## src/rtl/mmio_monitor_pkg.sv

```systemverilog
// Shared types and default addresses for the MMIO end-of-program monitor.
// The software linker script places the result word at DEFAULT_RESULT_ADDR.
`ifndef BIT_COUNT
`define BIT_COUNT 32
`endif

package mmio_monitor_pkg;

    localparam int STATUS_W = 3;

    typedef enum logic [STATUS_W-1:0] {
        ST_RUN     = 3'd0,
        ST_PASS    = 3'd1,
        ST_WRONG   = 3'd2,
        ST_TIMEOUT = 3'd3,
        ST_HANG    = 3'd4,
        ST_NOINSTR = 3'd5
    } mon_status_t;

    localparam logic [31:0] DEFAULT_RESULT_ADDR    = 32'hC;
    localparam logic [31:0] DEFAULT_EXPECTED_VALUE = 32'h0F;

endpackage

```

## src/rtl/mmio_result_monitor_sat_counter.sv

```systemverilog
// Saturating up-counter with synchronous reset and clear; holds at all-ones.
module sat_counter #(
    parameter int WIDTH = 8
) (
    input  logic             clk,
    input  logic             reset,
    input  logic             clear,
    input  logic             en,
    output logic [WIDTH-1:0] count
);

    always_ff @(posedge clk) begin
        if (reset) begin
            count <= '0;
        end else if (clear) begin
            count <= '0;
        end else if (en && (count != '1)) begin
            count <= count + WIDTH'(1);
        end
    end

endmodule

```

## src/rtl/mmio_result_monitor.sv

```systemverilog
// Snoops stores and the fetch address, classifies how the program run ended
// and latches the verdict in registered status outputs.
module mmio_result_monitor
    import mmio_monitor_pkg::*;
#(
    parameter int                      BIT_COUNT      = `BIT_COUNT,
    parameter logic [BIT_COUNT-1:0]    RESULT_ADDR    = BIT_COUNT'(DEFAULT_RESULT_ADDR),
    parameter logic [BIT_COUNT-1:0]    EXPECTED_VALUE = BIT_COUNT'(DEFAULT_EXPECTED_VALUE),
    parameter int                      TIMEOUT_CYCLES = 10000,
    parameter int                      HANG_CYCLES    = 64,
    parameter int                      CNT_W          = 32
) (
    input  logic                 clk,
    input  logic                 reset,
    input  logic                 MemEn,
    input  logic                 MemWrite,
    input  logic [BIT_COUNT-1:0] MemAdr,
    input  logic [BIT_COUNT-1:0] MemWriteData,
    input  logic [BIT_COUNT-1:0] InstrAdr,
    input  logic                 InstrValid,
    output logic                 Done,
    output logic                 Pass,
    output logic                 Fail,
    output logic [STATUS_W-1:0]  Status,
    output logic [BIT_COUNT-1:0] ResultValue,
    output logic [CNT_W-1:0]     CycleCount
);

    localparam int HANG_W = $clog2(HANG_CYCLES + 1);
    // Timeout compare is done at >=32 bits so a narrow counter can never alias the budget.
    localparam int TW     = (CNT_W > 32) ? CNT_W : 32;

    mon_status_t          state;
    mon_status_t          state_next;
    logic [BIT_COUNT-1:0] prev_pc;
    logic [HANG_W-1:0]    hang_count;
    logic                 running;
    logic                 pc_same;
    logic                 result_event;
    logic                 timeout_hit;
    logic                 hang_hit;
    logic                 capture;
    logic [TW-1:0]        cycle_wide;

    assign running      = (state == ST_RUN);
    assign pc_same      = (InstrAdr == prev_pc);
    assign result_event = MemEn && MemWrite && (MemAdr == RESULT_ADDR);
    assign cycle_wide   = TW'(CycleCount);
    assign timeout_hit  = (cycle_wide == TW'(TIMEOUT_CYCLES - 1));
    assign hang_hit     = (hang_count == HANG_W'(HANG_CYCLES - 1)) && pc_same;

    sat_counter #(.WIDTH(CNT_W)) u_cycle_counter (
        .clk   (clk),
        .reset (reset),
        .clear (1'b0),
        .en    (running),
        .count (CycleCount)
    );

    sat_counter #(.WIDTH(HANG_W)) u_hang_counter (
        .clk   (clk),
        .reset (reset),
        .clear (running && !pc_same),
        .en    (running),
        .count (hang_count)
    );

    always_comb begin
        state_next = state;
        capture    = 1'b0;
        if (state == ST_RUN) begin
            if (result_event) begin
                capture    = 1'b1;
                state_next = (MemWriteData == EXPECTED_VALUE) ? ST_PASS : ST_WRONG;
            end else if (!InstrValid) begin
                state_next = ST_NOINSTR;
            end else if (timeout_hit) begin
                state_next = ST_TIMEOUT;
            end else if (hang_hit) begin
                state_next = ST_HANG;
            end
        end
    end

    always_ff @(posedge clk) begin
        if (reset) begin
            state       <= ST_RUN;
            prev_pc     <= '0;
            ResultValue <= '0;
        end else begin
            state <= state_next;
            if (running) begin
                prev_pc <= InstrAdr;
            end
            if (capture) begin
                ResultValue <= MemWriteData;
            end
        end
    end

    // Flags decode only the state register, so they never glitch with the bus.
    assign Done   = (state != ST_RUN);
    assign Pass   = (state == ST_PASS);
    assign Fail   = Done && !Pass;
    assign Status = state;

endmodule

```

## config.mk

```make
export PLATFORM = sky130hd
export DESIGN_NAME = mmio_result_monitor
export DESIGN_NICKNAME = d
export VERILOG_FILES = /design/src/rtl/mmio_monitor_pkg.sv /design/src/rtl/mmio_result_monitor_sat_counter.sv /design/src/rtl/mmio_result_monitor.sv
export SDC_FILE = /design/constraint.sdc
export NUM_CORES = 1
export LEC_CHECK = 0
export ABC_AREA = 1
export ABC_CLOCK_PERIOD_IN_PS = 2000
export BUFFER_PORTS_ARGS = -buffer_cell sky130_fd_sc_hd__buf_2
export CAP_MARGIN = 20
export CORE_ASPECT_RATIO = 0.9
export CORE_UTILIZATION = 34
export DETAILED_ROUTE_END_ITERATION = 12
export GPL_TIMING_DRIVEN = 0
export PLACE_DENSITY = 0.67
export SYNTH_ARGS = -nofsm -noshare
export SYNTH_HDL_FRONTEND = slang
export SYNTH_SLANG_ARGS = --single-unit
```

## constraint.sdc

```tcl
create_clock -name clk -period 2 [get_ports clk]
set_input_delay 0.1 -clock clk [delete_from_list [all_inputs] [get_ports clk]]
set_output_delay 0.1 -clock clk [all_outputs]
set_load 0.01 [all_outputs]
```

==> results.py <==
metrics = {
    "status": {
        "status": "finished, final reports clean",
    },
    "sta": {
        "hold_slack_ns": 0.0117,
        "max_clock_freq_mhz": 531,
        "slew_viol_final": 0,
        "fin_crit_ns": 1.88,
        "worst_clock_skew_ns": 0.0121,
        "relSlewSlack_pct": 61.8,
        "worst_slack_ns": 0.117,
        "setup_viol": 0,
        "setup_tns_ns": 0,
        "fin_crit_sh_pct": 94.2,
        "rsz0062_at_grt": "no",
        "worstMarginPinSlew_ns": 0.573,
        "finalHoldViolations": 0,
    },
    "power": {
        "power_frac_comb_pct": 14.1,
        "power_leakage_nw": 3.38,
        "p_sw_mw": 1.28,
        "irDropWorstVdd_uv": 455,
        "pwr_density_cell_mw_per_mm2": 692,
        "seqPwrFrac_pct": 45.1,
        "p_clk_share_pct": 40.8,
        "netSwitchingFraction_pct": 25.6,
        "intPower_mw": 3.74,
    },
    "synth": {
        "ys_seq_area_share_pct": 38.8,
        "synthMostInstantiatedCell": "nand2_1",
        "synth.area.top_cells": "dfxtp_1 39%, nand2_1 11%, nor2_1 9.4%",
        "ys_seq_elements": 106,
        "yosys_warnings": 0,
        "synthTopCellsByCount": "166 x nand2_1, 137 x nor2_1, 106 x dfxtp_1",
        "synth_top_area_share_pct": 38.8,
        "syn_area_per_cell_sq_um": 6.72,
        "synth.largest_area_cell": "dfxtp_1",
        "synthArstFlopShare_pct": 0,
        "syn_inst": 813,
        "dominantRegCellSynth": "dfxtp_1",
        "synth-edff-count": 0,
        "syn_nets": 916,
        "synth_cell_types": 33,
        "syn-cell-area_sq_mm": 0.00546,
    },
    "finish": {
        "fillCellCount": 1577,
        "nets": 1128,
        "diodes": 0,
        "instances_no_fill": 1232,
        "layout-drive-gt1-share_pct": 22.4,
        "area_delta_synth_final_pct": 32.7,
        "seq_area_sq_mm": 0.00212,
        "multi_input_area_sq_mm": 0.00287,
    },
    "die": {
        "die_y_um": 122,
        "start_util_pct": 35.1,
        "fp.dieArea_sq_mm": 0.0166,
        "die_x_um": 136,
        "rows": 43,
        "core_area_sq_mm": 0.0155,
        "num_io_pins": 171,
    },
    "detailed_routing": {
        "first_iter_violations": 342,
        "num_vias": 5770,
        "wl_per_cell_um": 13.4,
        "met2_length_um": 7610,
        "dr.pass1.iters": 5,
        "ant_nets": 0,
        "wl_met1_um": 7580,
        "drt_wl_total_um": 16500,
        "top_layer_used": "met4",
        "drc": 0,
        "routed_via_density": 4.68,
        "dr_wl_met3_um": 1160,
    },
    "place": {
        "placedCellCount": 1184,
        "gp_congestion": 0.895,
        "pre_cts_ws_ns": -0.111,
        "io_buffers": 169,
        "dpl.hpwl_um": 12400,
    },
    "global_route": {
        "antenna_found_initial": 0,
        "grt.total_usage_pct": 20.5,
        "grt_max_degree": 18,
        "grt_pass1_vias": 5322,
        "grt_pass1_wl_um": 26300,
        "overflow": 0,
    },
    "hold_path": {
        "hp-class": "input port to flip-flop",
    },
    "clock_network": {
        "cts_tree": "done",
        "numCtsBuffers": 9,
        "root_buffer": "clkbuf_16",
        "cts_sinks": 106,
        "clkTransAtPathRegs_ns": 0.07,
        "clkLatencyLatePin_ns": 0.35,
        "h-tree-depth": 3,
        "cts_buffer_depth": 2,
    },
    "worst_setup_path": {
        "cp_max_fo": 5,
        "crit_path_end_kind": "flip-flop",
        "cp_data_arrival_time_ns": 2.17,
        "cp-start-kind": "flip-flop",
        "critical_path_class": "flip-flop to flip-flop",
        "cp_data_required_time_ns": 2.29,
    },
    "job": {
        "maxCapViolCount": 0,
    },
}
[logic make-up (layout without fill, tap and decap cells)]
family	Yosys count	in the layout	synth area share [%]
fa+ha+maj	2	2	0.458
buf+inv	123	340	9.05
flops	106	106	38.8
xor+xnor	41	41	6.57
compound gates	148	148	13.8
simple gates	393	393	31.3
[per-stage QoR]
| step | cell area (sq um) | util [%] | total power [mW] |
|---|---|---|---|
| after floorplan | 5460 | - | 2.70 |
| after global placement | 6560 | 42.2 | 2.96 |
| after detailed placement | 6560 | 42.2 | 2.97 |
| after CTS | 7230 | 46.5 | 5.07 |
| after global routing | 7250 | 46.6 | 5.26 |
| final | 7250 | 46.6 | 5.02 |
[cell usage in the layout (no fill, tap or decap), drive strengths merged]
master / synthesis / final
inv: 93 / 94
nand4: 18 / 18
o21ai: 74 / 74
buf: 14 / 182
nand3: 26 / 26
ha: 2 / 2
nor3: 21 / 21
and3: 2 / 2
nor3b: 3 / 3
dlygate4sd3: 0 / 32
o21bai: 2 / 2
nand3b: 2 / 2
nor2: 146 / 146
or2: 1 / 1
a21oi: 72 / 72
xnor2: 27 / 27
nor4: 2 / 2
nand2: 172 / 172
dfxtp: 106 / 106
bufinv: 0 / 3
clkbuf: 16 / 27
xor2: 14 / 14
clkinv: 0 / 2
[state kept, by name, indices dropped and copies added (netlist names)]
register	count
ResultValue	32
Status	3
prev_pc	32
u_cycle_counter.count	32
u_hang_counter.count	7
[final cells by class]
| class | instances | share of cell area (%) |
|---|---|---|
| buffer | 30 | 2.05 |
| clock buffer | 10 | 3.16 |
| timing repair buffer | 201 | 16.1 |
| clock inverter | 6 | 1.55 |
| inverter | 93 | 4.81 |
| sequential | 106 | 29.3 |
| multi-input combinational | 584 | 39.6 |
| tap | 202 | 3.49 |
[worst max-delay path, cell delays in order (launching register included)]
cell and delay [ns]:
dfxtp_2 0.38, ha_2 0.21, nand3_2 0.17, inv_2 0.15, nand2_4 0.09, nor2_1 0.24
nand4_1 0.20, xnor2_1 0.18, nand2_1 0.06, a21oi_1 0.11
[worst paths after layout]
kind | from | to | slack, ns | cells past startpoint
max | u_cycle_counter.count[0] | u_cycle_counter.count[26] | 0.12 | 9
min | InstrAdr[4] | prev_pc[4] | 0.01 | 3
max reg2reg | u_cycle_counter.count[0] | u_cycle_counter.count[26] | 0.12 | 9
min reg2reg | Status[1] | Status[1] | 0.47 | 2
[routing by layer]
metal | up-vias | global-route usage, %
met2 | 200 | 34.4
met4 | 0 | 4.71
met5 | - | 0
met3 | 10 | 5.95
met1 | 2552 | 25.7
li1 | 3008 | -
[timing repair]
item | in CTS | in global routing
endpoints found under the setup margin | 15 | 17
hold endpoints to repair | 32 | 0
hold buffers | 32 | 0
resized for setup | 3 | 9
setup buffers | 0 | 0
[power groups by stage]
stage	Clock [mW]	Sequential [mW]	Combinational (mW)
floorplan	0	2.30	0.401
global placement	0	2.31	0.654
detailed placement	0	2.31	0.660
CTS	2.10	2.26	0.710
global route	2.19	2.28	0.796
finish	2.05	2.27	0.708
Power figures use the tool's default switching activity.
